[src/rtl/rom_pkg.sv]
// ---------------------------------------------------------------------------
// rom_pkg
// Shared definitions for the ROM burst reader slice.
//   - ROM_ADDR_W / ROM_DATA_W : default address and word widths
//   - state_t                 : burst FSM state encoding (IDLE, RUN, DRAIN)
//   - burst_overflows()       : range check used when address wrap is off
// Ports: none (package).
// ---------------------------------------------------------------------------
package rom_pkg;

    localparam int ROM_ADDR_W = 5;
    localparam int ROM_DATA_W = 4;

    typedef enum logic [1:0] {
        IDLE  = 2'd0,
        RUN   = 2'd1,
        DRAIN = 2'd2
    } state_t;

    // True when a burst of 'len' words starting at 'base' would run past
    // the top of a 'depth'-word array.
    function automatic logic burst_overflows(input int base,
                                             input int len,
                                             input int depth);
        return (base + len) > depth;
    endfunction

endpackage

[src/rtl/rom_sync.sv]
// ---------------------------------------------------------------------------
// rom_sync
// Single-port ROM with a registered read: q updates on the rising edge of
// clock whenever rden is high, so data appears one cycle after the request.
// The array is filled with its own (truncated) address at elaboration,
// giving the image mem[i] = i mod 2**DATA_W.
// Ports:
//   address : word address of the read
//   clock   : read clock
//   rden    : read enable, address captured on the same edge
//   q       : read data, valid the cycle after rden
// ---------------------------------------------------------------------------
module rom_sync
    import rom_pkg::*;
#(
    parameter int    ADDR_W    = ROM_ADDR_W,
    parameter int    DATA_W    = ROM_DATA_W,
    parameter string INIT_FILE = "rom_init.hex"
) (
    input  logic [ADDR_W-1:0] address,
    input  logic              clock,
    input  logic              rden,
    output logic [DATA_W-1:0] q
);

    localparam int DEPTH = 1 << ADDR_W;

    logic [DATA_W-1:0] mem [DEPTH];

    // ROM image, built once at elaboration.
    initial begin
        for (int i = 0; i < DEPTH; i++) begin
            mem[i] = DATA_W'(i);
        end
    end

    // Registered read port; q holds its value when no read is requested.
    always_ff @(posedge clock) begin
        if (rden) begin
            q <= mem[address];
        end
    end

endmodule

[src/rtl/rom_burst_reader.sv]
// ---------------------------------------------------------------------------
// rom_burst_reader
// Reads a burst of consecutive ROM words and streams them out over a
// valid/ready interface through a 2-entry skid buffer.
// Configuration macro: ROM_WRAP_EN
//   defined   : addresses wrap modulo DEPTH, any len is accepted, err is 0
//   undefined : a request with base_addr + len > DEPTH pulses err and is
//               dropped without issuing any reads
// Ports:
//   clock     : single clock, rising edge
//   reset_n   : asynchronous active-low reset
//   start     : burst request, only looked at while idle
//   base_addr : first word address, captured with start
//   len       : word count 0..DEPTH, captured with start
//   busy      : high while a burst is active
//   q_valid   : q_data holds a word
//   q_ready   : consumer accepts the word (transfer = q_valid & q_ready)
//   q_data    : output word
//   q_last    : marks the final word of the burst
//   done      : one-cycle pulse after the final word transfers
//   err       : one-cycle pulse on a rejected request
// ---------------------------------------------------------------------------
module rom_burst_reader
    import rom_pkg::*;
#(
    parameter int    ADDR_W    = ROM_ADDR_W,
    parameter int    DATA_W    = ROM_DATA_W,
    parameter string INIT_FILE = "rom_init.hex"
) (
    input  logic              clock,
    input  logic              reset_n,
    input  logic              start,
    input  logic [ADDR_W-1:0] base_addr,
    input  logic [ADDR_W:0]   len,
    output logic              busy,
    output logic              q_valid,
    input  logic              q_ready,
    output logic [DATA_W-1:0] q_data,
    output logic              q_last,
    output logic              done,
    output logic              err
);

    localparam int            DEPTH   = 1 << ADDR_W;
    localparam logic [ADDR_W:0] LEN_ZERO = '0;
    localparam logic [ADDR_W:0] LEN_ONE  = {{ADDR_W{1'b0}}, 1'b1};

    state_t              state;
    logic [ADDR_W-1:0]   addr_cnt;
    logic [ADDR_W:0]     remaining;
    logic                done_r;
    logic                err_r;

    logic                rd_pending;
    logic                pending_last;
    logic [DATA_W-1:0]   buf_data [2];
    logic [1:0]          buf_last;
    logic [1:0]          count;

    logic [DATA_W-1:0]   rom_q;

    logic                accept;
    logic                range_bad;
    logic                rd_en;
    logic [ADDR_W-1:0]   rd_addr;
    logic                rd_last;
    logic                pop;
    logic [1:0]          after_pop;
    logic [1:0]          occupancy;
    logic                room;

    rom_sync #(
        .ADDR_W   (ADDR_W),
        .DATA_W   (DATA_W),
        .INIT_FILE(INIT_FILE)
    ) u_rom (
        .address(rd_addr),
        .clock  (clock),
        .rden   (rd_en),
        .q      (rom_q)
    );

    // Buffer bookkeeping. The word leaving this cycle is already subtracted,
    // so with q_ready held high a new read can issue every cycle while the
    // buffered + in-flight total never exceeds two.
    always_comb begin
        pop       = (count != 2'd0) && q_ready;
        after_pop = count - {1'b0, pop};
        occupancy = after_pop + {1'b0, rd_pending};
        room      = (occupancy < 2'd2);
    end

    // Read issue. The first read goes out in the same cycle the request is
    // accepted, which is what puts the first word on q two cycles after
    // start. Later reads come from the address counter while in RUN.
    always_comb begin
        accept    = 1'b0;
        range_bad = 1'b0;
        rd_en     = 1'b0;
        rd_addr   = addr_cnt;
        rd_last   = 1'b0;
`ifndef ROM_WRAP_EN
        range_bad = burst_overflows(int'(base_addr), int'(len), DEPTH);
`endif
        if (state == IDLE && start) begin
            accept = 1'b1;
            if (len != LEN_ZERO && !range_bad) begin
                rd_en   = 1'b1;
                rd_addr = base_addr;
                rd_last = (len == LEN_ONE);
            end
        end else if (state == RUN && room) begin
            rd_en   = 1'b1;
            rd_addr = addr_cnt;
            rd_last = (remaining == LEN_ONE);
        end
    end

    // Burst FSM with registered done/err pulses. A one-word burst goes
    // straight to DRAIN because its only read issued on acceptance.
    // Address arithmetic is ADDR_W bits wide, so it wraps at DEPTH.
    always_ff @(posedge clock or negedge reset_n) begin
        if (!reset_n) begin
            state     <= IDLE;
            addr_cnt  <= '0;
            remaining <= '0;
            done_r    <= 1'b0;
            err_r     <= 1'b0;
        end else begin
            done_r <= 1'b0;
            err_r  <= 1'b0;
            case (state)
                IDLE: begin
                    if (accept) begin
                        if (len == LEN_ZERO) begin
                            done_r <= 1'b1;
                        end else if (range_bad) begin
                            err_r <= 1'b1;
                        end else begin
                            addr_cnt  <= base_addr + 1'b1;
                            remaining <= len - LEN_ONE;
                            state     <= (len == LEN_ONE) ? DRAIN : RUN;
                        end
                    end
                end
                RUN: begin
                    if (rd_en) begin
                        addr_cnt  <= addr_cnt + 1'b1;
                        remaining <= remaining - LEN_ONE;
                        if (remaining == LEN_ONE) begin
                            state <= DRAIN;
                        end
                    end
                end
                DRAIN: begin
                    if (pop && buf_last[0]) begin
                        state  <= IDLE;
                        done_r <= 1'b1;
                    end
                end
                default: begin
                    state <= IDLE;
                end
            endcase
        end
    end

    // Skid buffer. Entry 0 is always the head presented on q; when both
    // entries are full and the head leaves, entry 1 shifts down. A word
    // arriving from the ROM lands in the first free slot after the pop.
    always_ff @(posedge clock or negedge reset_n) begin
        if (!reset_n) begin
            rd_pending   <= 1'b0;
            pending_last <= 1'b0;
            buf_data[0]  <= '0;
            buf_data[1]  <= '0;
            buf_last     <= 2'b00;
            count        <= 2'd0;
        end else begin
            rd_pending   <= rd_en;
            pending_last <= rd_last;
            if (pop && count == 2'd2) begin
                buf_data[0] <= buf_data[1];
                buf_last[0] <= buf_last[1];
            end
            if (rd_pending) begin
                buf_data[after_pop[0]] <= rom_q;
                buf_last[after_pop[0]] <= pending_last;
            end
            count <= occupancy;
        end
    end

    assign busy    = (state != IDLE);
    assign q_valid = (count != 2'd0);
    assign q_data  = buf_data[0];
    assign q_last  = q_valid & buf_last[0];
    assign done    = done_r;
    assign err     = err_r;

endmodule

[config.mk]
export PLATFORM = sky130hd
export DESIGN_NAME = rom_burst_reader
export DESIGN_NICKNAME = d
export VERILOG_FILES = /design/src/rtl/rom_pkg.sv /design/src/rtl/rom_sync.sv /design/src/rtl/rom_burst_reader.sv
export SDC_FILE = /design/constraint.sdc
export NUM_CORES = 1
export LEC_CHECK = 0
export ABC_AREA = 1
export BUFFER_PORTS_ARGS = -buffer_cell sky130_fd_sc_hd__buf_2
export CAP_MARGIN = 15
export CORE_AREA = 2 2 70 72
export CTS_BUF_LIST = sky130_fd_sc_hd__clkbuf_16
export DETAILED_ROUTE_END_ITERATION = 12
export DIE_AREA = 0 0 72 74
export PLACE_DENSITY = 0.67
export RECOVER_POWER = 25
export SYNTH_ARGS = -nofsm -noshare
export SYNTH_HDL_FRONTEND = slang
export SYNTH_HIERARCHICAL = 1
export SYNTH_SLANG_ARGS = --single-unit
[constraint.sdc]
create_clock -name clock -period 2.7 [get_ports clock]
set_clock_uncertainty 0.2 [all_clocks]
set_input_delay 0.135 -clock clock [delete_from_list [all_inputs] [get_ports clock]]
set_output_delay 0.135 -clock clock [all_outputs]
set_load 0.03 [all_outputs]
==> impl_metrics.yaml, run 1 <==
run_status:
  status: "finished, violations left"
  failed_checks: "capacitance limit, slew limit"
worst_setup_path:
  crit_type: "flop to flop"
  required_ns: 2.66
  worstPathArrival_ns: 2.45
  startpoint: "count[1]"
  setup.worst_path.end_class: "flop"
  critPathLaunchType: "flop"
  r2r-start: "count[1]"
  path_max_fanout: 5
power:
  combPwrFrac: 0.493
  powerDensity_mw_per_mm2: 1170
  p_int_mw: 1.67
  clkPwrFrac: 0.219
  p_switching_mw: 1.28
  p_seq_frac: 0.288
  ir_drop_v: 0.000380
  leakage_nw: 1.29
  sw_frac_of_total: 0.435
sta:
  relSlewSlack: -0.0282
  fin_tns_setup_ns: 0
  fin_crit_sh: 0.920
  setup-violations-final: 0
  slew_viol_final: 29
  period_minus_slack_ns: 2.48
  rsz0062_at_grt: "no"
  max_freq_ghz: 0.403
  final-hold-violation-count: 0
  worst_slew_pin_slew_ns: 1.54
  whs_ns: 0.0109
floorplan:
  core.rowCount: 25
  die_y_um: 74
  die_w_um: 72
  initial_core_util: 0.459
  io_pins: 24
  core_mm2: 0.00460
  die-area_mm2: 0.00533
route:
  drt-wirelength-per-cell_um: 11.8
  vias: 1711
  drc: 0
  drt-initial-drc-count: 49
  antenna_left: 0
  vias_per_cell: 4.85
  wl_um: 4160
  first_pass_iters: 4
global_route:
  grt_pass1_wl_um: 6780
  grt_max_degree: 29
  grt_overflow: 0
  grt_util_met3: 0.0407
  use_met2: 0.271
  antenna_found_initial: 0
  track_usage: 0.166
  top_usage_layer: "met2"
  grt_pass1_vias: 1522
  met1_usage: 0.214
cells_and_area:
  layout_commonest_cell: "nand2_1"
  num_antenna_cells: 0
  layout_common_cells: "nand2_1 (57), inv_1 (45), dfrtp_1 (28), nor2_1 (24)"
  syn_to_final_growth_pct: 18.9
  drive_above_1_share: 0.184
  fin_nets: 326
placed_design:
  hpwl_um: 2930
  place.gp.congestion: 0.801
  portBuffers: 23
yosys:
  yosysWarningCount: 6
  netlist_area_mm2: 0.00211
  synth_area_per_cell_um2: 7.90
  synthesis.nets: 295
  syn_inst: 267
clock_tree:
  cts-root-buf: "clkbuf_16"
  cts_buffer_depth: 2
  cts_tree: "done"
  clkTransAtPathRegs_ns: 0.05
  htree_levels: 2
  clock_latency_ns: 0.28
  cts_made_buffers: 5
  numClockSinks: 32
worst_hold_path:
  hp-class: "input pin to flop"
  hp-start: "start"
run:
  maxCapViolCount: 1
[sequential cells by signal, summed over array words and instances, names as in the netlist]
name	count
buf_data	4
buf_last	2
done	1
remaining	6
q_data	4
addr_cnt	4
err	1
rd_pending	1
u_rom/q	4
state	2
count	2
pending_last	1
[repair_timing]
item,in CTS,in global routing
hold buffers,5,0
gates resized for setup,0,10
setup buffers,0,2
endpoints found under the setup margin,0,19
hold endpoints to repair,32,0
[per-stage QoR]
step / instance area (um2) / cells / total power, mW / worst slack [ns] / utilization
6_report: 2510 / 353 / 2.95 / 0.217 / 0.546
5_1_grt: 2510 / 353 / 3.19 / 0.0175 / 0.546
4_1_cts: 2440 / 349 / 2.86 / 0.0787 / 0.530
3_5_place_dp: 2220 / 336 / 2.20 / 0.236 / 0.482
3_3_place_gp: 2220 / 336 / 2.17 / 0.306 / 0.482
2_1_floorplan: 2110 / 267 / 2.04 / 0.280 / -
[layer usage]
| layer | wire length, um | up-vias |
|---|---|---|
| li1 | - | 913 |
| met1 | 2040 | 755 |
| met2 | 1870 | 37 |
| met3 | 177 | 6 |
| met4 | 70 | 0 |
| met5 | 0 | - |
[path summary, 6_finish.rpt]
| check | end | slack, ns | cells after the start |
|---|---|---|---|
| worst max register to register | state[0] | 0.22 | 11 |
| worst min register to register | buf_last[0] | 0.28 | 2 |
| worst max-delay path | state[0] | 0.22 | 11 |
| worst min-delay path | err | 0.01 | 5 |
| min in group asynchronous | buf_data[0] | 0.58 | 2 |
| max in group asynchronous | done | 0.82 | 2 |
[power by group through the flow]
| stage | Combinational [mW] | Sequential (mW) | Clock (mW) |
|---|---|---|---|
| 2_1_floorplan | 1.20 | 0.845 | 0 |
| 3_3_place_gp | 1.31 | 0.855 | 0 |
| 3_5_place_dp | 1.34 | 0.855 | 0 |
| 4_1_cts | 1.35 | 0.851 | 0.659 |
| 5_1_grt | 1.64 | 0.882 | 0.672 |
| 6_report | 1.45 | 0.850 | 0.645 |
[cell type report]
class,count,area (um2)
sequential,32,821
fill,444,2090
timing repair buffer,31,191
multi-input combinational,179,1080
clock inverter,3,42.5
clock buffer,5,125
inverter,49,184
tap,54,67.6
[worst max-delay path: stages (launching register included)]
cell,delay [ns]
dfrtp_1,0.41
o21a_1,0.20
ha_1,0.30
inv_1,0.07
ha_1,0.17
xor2_1,0.18
xor2_1,0.25
nand2_2,0.22
nand3_2,0.13
nand2_1,0.06
o21bai_1,0.13
nand2_1,0.06
Power figures use the tool's default switching activity.
==> run 2, diff against run 1 <==
--- a/config.mk
+++ b/config.mk
@@ -8,11 +8,11 @@
 export ABC_AREA = 1
 export BUFFER_PORTS_ARGS = -buffer_cell sky130_fd_sc_hd__buf_2
 export CAP_MARGIN = 15
-export CORE_AREA = 2 2 70 72
+export CORE_AREA = 2 2 66 68
 export CTS_BUF_LIST = sky130_fd_sc_hd__clkbuf_16
 export DETAILED_ROUTE_END_ITERATION = 12
-export DIE_AREA = 0 0 72 74
-export PLACE_DENSITY = 0.67
+export DIE_AREA = 0 0 68 70
+export PLACE_DENSITY = 0.74
 export RECOVER_POWER = 25
 export SYNTH_ARGS = -nofsm -noshare
 export SYNTH_HDL_FRONTEND = slang
==> run 2 against run 1 <==
Wire length fell by 0.31%. Sequential share of layout area rose by 0.79 points. The run still ends with capacitance limit, slew limit left. Flip-flop and latch count did not move. Combinational power barely moved. Critical path depth did not move. Largest power group unchanged. First-iteration DRC count fell by 12%. Sequential power rose by 0.8%. Critical endpoint unchanged. Register-to-register slack improved by 0.02 ns.
==> impl_metrics.yaml, run 2 (synthesis gave the netlist of run 1 again) <==
route:
  drc: 0
  drt-wirelength-per-cell_um: 11.9
  antenna_left: 0
  vias: 1723
  vias_per_cell: 4.94
  wl_um: 4140
  first_pass_iters: 4
  drt-initial-drc-count: 43
cells_and_area:
  layout_common_cells: "nand2_1 (57), inv_1 (44), dfrtp_1 (28), nor2_1 (25), o21ai_0 (18)"
  layout_commonest_cell: "nand2_1"
  drive_above_1_share: 0.175
  syn_to_final_growth_pct: 16.1
  num_antenna_cells: 0
  largest-register: "remaining"
  fin_nets: 324
  largest_reg_flops: 6
power:
  powerDensity_mw_per_mm2: 1150
  p_seq_frac: 0.305
  leakage_nw: 1.27
  combPwrFrac: 0.508
  clkPwrFrac: 0.187
  p_switching_mw: 1.26
  sw_frac_of_total: 0.450
  ir_drop_v: 0.000416
  p_int_mw: 1.55
placed_design:
  dp_worst_setup_slack_ns: 0.201
  portBuffers: 23
  place.gp.congestion: 0.831
  hpwl_um: 3020
sta:
  fin_tns_setup_ns: 0
  relSlewSlack: -0.0213
  setup-violations-final: 0
  worst_slew_pin_slew_ns: 1.53
  rsz0062_at_grt: "no"
  final-hold-violation-count: 0
  layout_setup_ws_ns: 0.239
  max_freq_ghz: 0.406
  fin_crit_sh: 0.912
  slew_viol_final: 29
  period_minus_slack_ns: 2.46
global_route:
  track_usage: 0.193
  grt_util_met3: 0.0386
  grt_max_degree: 29
  met1_usage: 0.247
  grt_pass1_vias: 1589
  grt_overflow: 0
  top_usage_layer: "met2"
  antenna_found_initial: 0
  grt_pass1_wl_um: 6900
  use_met2: 0.315
floorplan:
  core.rowCount: 24
  initial_core_util: 0.509
  io_pins: 24
  core_mm2: 0.00414
  die_y_um: 70
  die_w_um: 68
  die-area_mm2: 0.00476
worst_setup_path:
  setup.worst_path.end_class: "flop"
  cpMaxStageDelayCell: "dfrtp_1"
  worstPathCellList: "o21a_1 > ha_1 > inv_1 > ha_1 > xor2_1 > xor2_1 > nand2_2 > nand3_2 > nand2_1 > o21bai_1 > nand2_1"
  path_max_fanout: 5
  worstPathArrival_ns: 2.42
  max_stage_delay_ns: 0.42
  required_ns: 2.66
  crit_family: "simple AND/OR/NAND/NOR gates"
  path_buf_inv: 1
  crit_type: "flop to flop"
  critPathLaunchType: "flop"
clock_tree:
  cts_buffer_depth: 2
  cts_tree: "done"
  clkTransAtPathRegs_ns: 0.05
  cts-root-buf: "clkbuf_16"
  numClockSinks: 32
  clock_latency_ns: 0.27
  cts_made_buffers: 5
  htree_levels: 2
worst_hold_path:
  hp-class: "input pin to flop"
run_status:
  failed_checks: "capacitance limit, slew limit"
  status: "finished, violations left"
run:
  maxCapViolCount: 1
==> run 2: power by group through the flow <==
stage	Sequential (mW)	Combinational [mW]	Clock [mW]
after floorplan	0.845	1.20	0
after global placement	0.854	1.31	0
after detailed placement	0.861	1.35	0
after CTS	0.855	1.36	0.542
after global routing	0.885	1.63	0.563
final	0.857	1.43	0.527
==> run 2: metrics by stage <==
step	area [um2]	total power, mW	std cells	hold slack (ns)	util
after CTS	2390	2.76	346	0.00599	0.578
after detailed placement	2220	2.21	334	-0.00494	0.535
final	2450	2.81	349	0.0141	0.591
after global routing	2450	3.08	349	0.0289	0.591
after global placement	2220	2.16	334	-0.00966	0.535
after floorplan	2110	2.04	267	-0.361	-
==> run 2: cell type report <==
class                   instances  area, um2
fillers                       385       1690
multi-input cells             179       1070
flip-flops and latches         32        821
inverters                      49        184
repair buffers                 29        171
clock buffers                   5        125
well taps                      52       65.1
clock inverters                 3       13.8
==> run 2: worst reg2reg max path: cells and delay by family, from the launching register on <==
kind / cells / cell delay [ns]
DFF: 1 / 0.42
and+or+nand+nor: 4 / 0.47
xor gates and xnor gates: 2 / 0.43
AOI/OAI and AO/OA: 2 / 0.32
adders and majority gates: 2 / 0.46
buffers and inverters: 1 / 0.06
==> run 2: layer usage <==
layer | wire length, um | vias up
met2 | 1990 | 29
li1 | - | 910
met5 | 0 | -
met1 | 1960 | 778
met4 | 67 | 0
met3 | 123 | 6
==> run 2: path summary, 6_finish.rpt <==
check / start / to / slack (ns) / cells past startpoint
worst max-delay path: count[1] / state[0] / 0.24 / 11
worst min-delay path: base_addr[2] / u_rom/q[2] / 0.01 / 3
worst max register to register: count[1] / state[0] / 0.24 / 11
worst min register to register: u_rom/q[2] / buf_data[2] / 0.28 / 2
max in group asynchronous: reset_n / rd_pending / 0.83 / 2
min in group asynchronous: reset_n / buf_data[0] / 0.57 / 2
==> run 2: repair_timing <==
action | 4_1_cts | 5_1_grt
hold endpoints to repair | 31 | 0
endpoints found under the setup margin | 0 | 19
gates resized for setup | 0 | 10
hold buffers | 4 | 0
setup buffers | 0 | 1
==> run 3, diff against run 2 <==
==> constraint.sdc (replaced) <==
create_clock -name clock -period 2.7 [get_ports clock]
set_clock_uncertainty 0.2 [all_clocks]
set_input_delay 0.135 -clock clock [delete_from_list [all_inputs] [get_ports clock]]
set_output_delay 0.135 -clock clock [all_outputs]
set_load 0.02 [all_outputs]
==> run 3 against run 2 <==
Via count decreased by 0.12%. Cell count unchanged. The run still ends with capacitance limit, slew limit left. Wire length about the same. Combinational power shrank 3%. Sequential power about the same. Critical path type unchanged.
==> impl_metrics.yaml, run 3 (synthesis gave the netlist of run 1 again) <==
floorplan:
  initial_core_util: 0.509
  die-area_mm2: 0.00476
  die_w_um: 68
  core_mm2: 0.00414
  die_y_um: 70
  io_pins: 24
  core.rowCount: 24
cells_and_area:
  drive_above_1_share: 0.172
  multi_input_area_mm2: 0.00107
  layout_common_cells: "nand2_1 (57), inv_1 (44), dfrtp_1 (28), nor2_1 (25), o21ai_0 (18)"
  layout_commonest_cell: "nand2_1"
  syn_to_final_growth_pct: 16.1
  fill_cells: 386
  fin_nets: 324
  fin_cells: 349
  num_antenna_cells: 0
  fin_area_mm2: 0.00245
  largest-register: "remaining"
  seq_area_um2: 821
  largest_reg_flops: 6
power:
  combPwrFrac: 0.499
  clkPwrFrac: 0.191
  totalPowerFinal_mw: 2.76
  powerDensity_mw_per_mm2: 1130
  leakage_nw: 1.26
  p_seq_frac: 0.310
  ir_drop_v: 0.000416
  p_switching_mw: 1.22
  sw_frac_of_total: 0.441
  p_int_mw: 1.54
sta:
  layout_setup_ws_ns: 0.239
  period_minus_slack_ns: 2.46
  fin_crit_sh: 0.912
  max_freq_ghz: 0.406
  relSlewSlack: -0.0184
  setup-violations-final: 0
  rsz0062_at_grt: "no"
  fin_tns_setup_ns: 0
  final-hold-violation-count: 0
  slew_viol_final: 29
  worst_slew_pin_slew_ns: 1.53
clock_tree:
  numClockSinks: 32
  clock_latency_ns: 0.27
  cts-root-buf: "clkbuf_16"
  htree_levels: 2
  cts_made_buffers: 5
  cts_tree: "done"
  cts_buffer_depth: 2
  clkTransAtPathRegs_ns: 0.05
worst_hold_path:
  hp-start: "base_addr[2]"
  holdPathEnd: "u_rom/q[2]"
  min_path_cells: 3
  hp-class: "input pin to flop"
worst_setup_path:
  path_buf_inv: 1
  required_ns: 2.66
  setup.worst_path.end_class: "flop"
  worstReg2RegEnd: "state[0]"
  startpoint: "count[1]"
  cpMaxStageDelayCell: "dfrtp_1"
  regToRegSetupSlack_ns: 0.24
  critPathLaunchType: "flop"
  path_max_fanout: 5
  worstPathCellList: "o21a_1 > ha_1 > inv_1 > ha_1 > xor2_1 > xor2_1 > nand2_2 > nand3_2 > nand2_1 > o21bai_1 > nand2_1"
  crit_family: "simple AND/OR/NAND/NOR gates"
  worstPathArrival_ns: 2.42
  crit_type: "flop to flop"
  r2r-start: "count[1]"
  worstRegToRegCells: 11
  max_stage_delay_ns: 0.42
route:
  antenna_left: 0
  wl_um: 4150
  vias_per_cell: 4.93
  drc: 0
  first_pass_iters: 4
  drt-initial-drc-count: 43
  drt-wirelength-per-cell_um: 11.9
  vias: 1721
placed_design:
  dp_worst_setup_slack_ns: 0.201
  place.gp.congestion: 0.831
  dpl.cell_count: 334
  portBuffers: 23
  hpwl_um: 3020
  placed_cell_area_mm2: 0.00222
global_route:
  antenna_found_initial: 0
  grt_pass1_vias: 1589
  grt_overflow: 0
  track_usage: 0.193
  grt_pass1_wl_um: 6900
  grt_max_degree: 29
run:
  maxCapViolCount: 1
run_status:
  status: "finished, violations left"
  failed_checks: "capacitance limit, slew limit"
run 3: cell types whose count changed in the layout (fill, tap and decap cells not counted), sizes merged:
cell    change
buf         -1
clkbuf      +1
run 3: routing by layer:
layer,up-vias,share of wire,GRT usage
met4,0,0.016,0.0733
met5,-,0,0
met2,29,0.48,0.315
met1,776,0.47,0.247
li1,910,-,-
met3,6,0.030,0.0386
run 3: layout make-up:
type                            count  area share
Clock buffer                        5      0.0511
Sequential cell                    32       0.335
Tap cell                           52      0.0266
Multi-Input combinational cell    179       0.437
Inverter                           49      0.0751
Timing Repair Buffer               29      0.0695
Clock inverter                      3     0.00562
run 3: through the flow:
stage	utilization	hold slack [ns]
finish	0.591	0.0141
global route	0.591	0.0289
CTS	0.578	0.00599
detailed placement	0.535	-0.00494
global placement	0.535	-0.00966
floorplan	-	-0.361
run 3: how the worst max path moves through the flow:
stage                       end  slack (ns)  cells after the start
floorplan            u_rom/q[0]        0.28                     10
global placement    addr_cnt[0]        0.31                     11
detailed placement  addr_cnt[0]        0.20                     11
CTS                 addr_cnt[0]        0.04                     16
global route           state[1]        0.04                     10
finish                 state[0]        0.24                     11
run 3: what timing repair did:
item,in CTS,in global routing
hold buffers,4,0
setup buffers,0,1
endpoints found under the setup margin,0,19
hold endpoints to repair,31,0
gates resized for setup,0,10
run 3: worst min-delay path: stages:
cell and delay (ns):
buf_2 0.13, nand2_1 0.06, o21ai_0 0.06
run 3: power by group through the flow:
stage | Sequential, mW | Clock [mW] | Combinational [mW]
CTS | 0.855 | 0.542 | 1.32
detailed placement | 0.861 | 0 | 1.30
global route | 0.885 | 0.563 | 1.58
floorplan | 0.842 | 0 | 1.15
finish | 0.857 | 0.527 | 1.38
global placement | 0.854 | 0 | 1.26
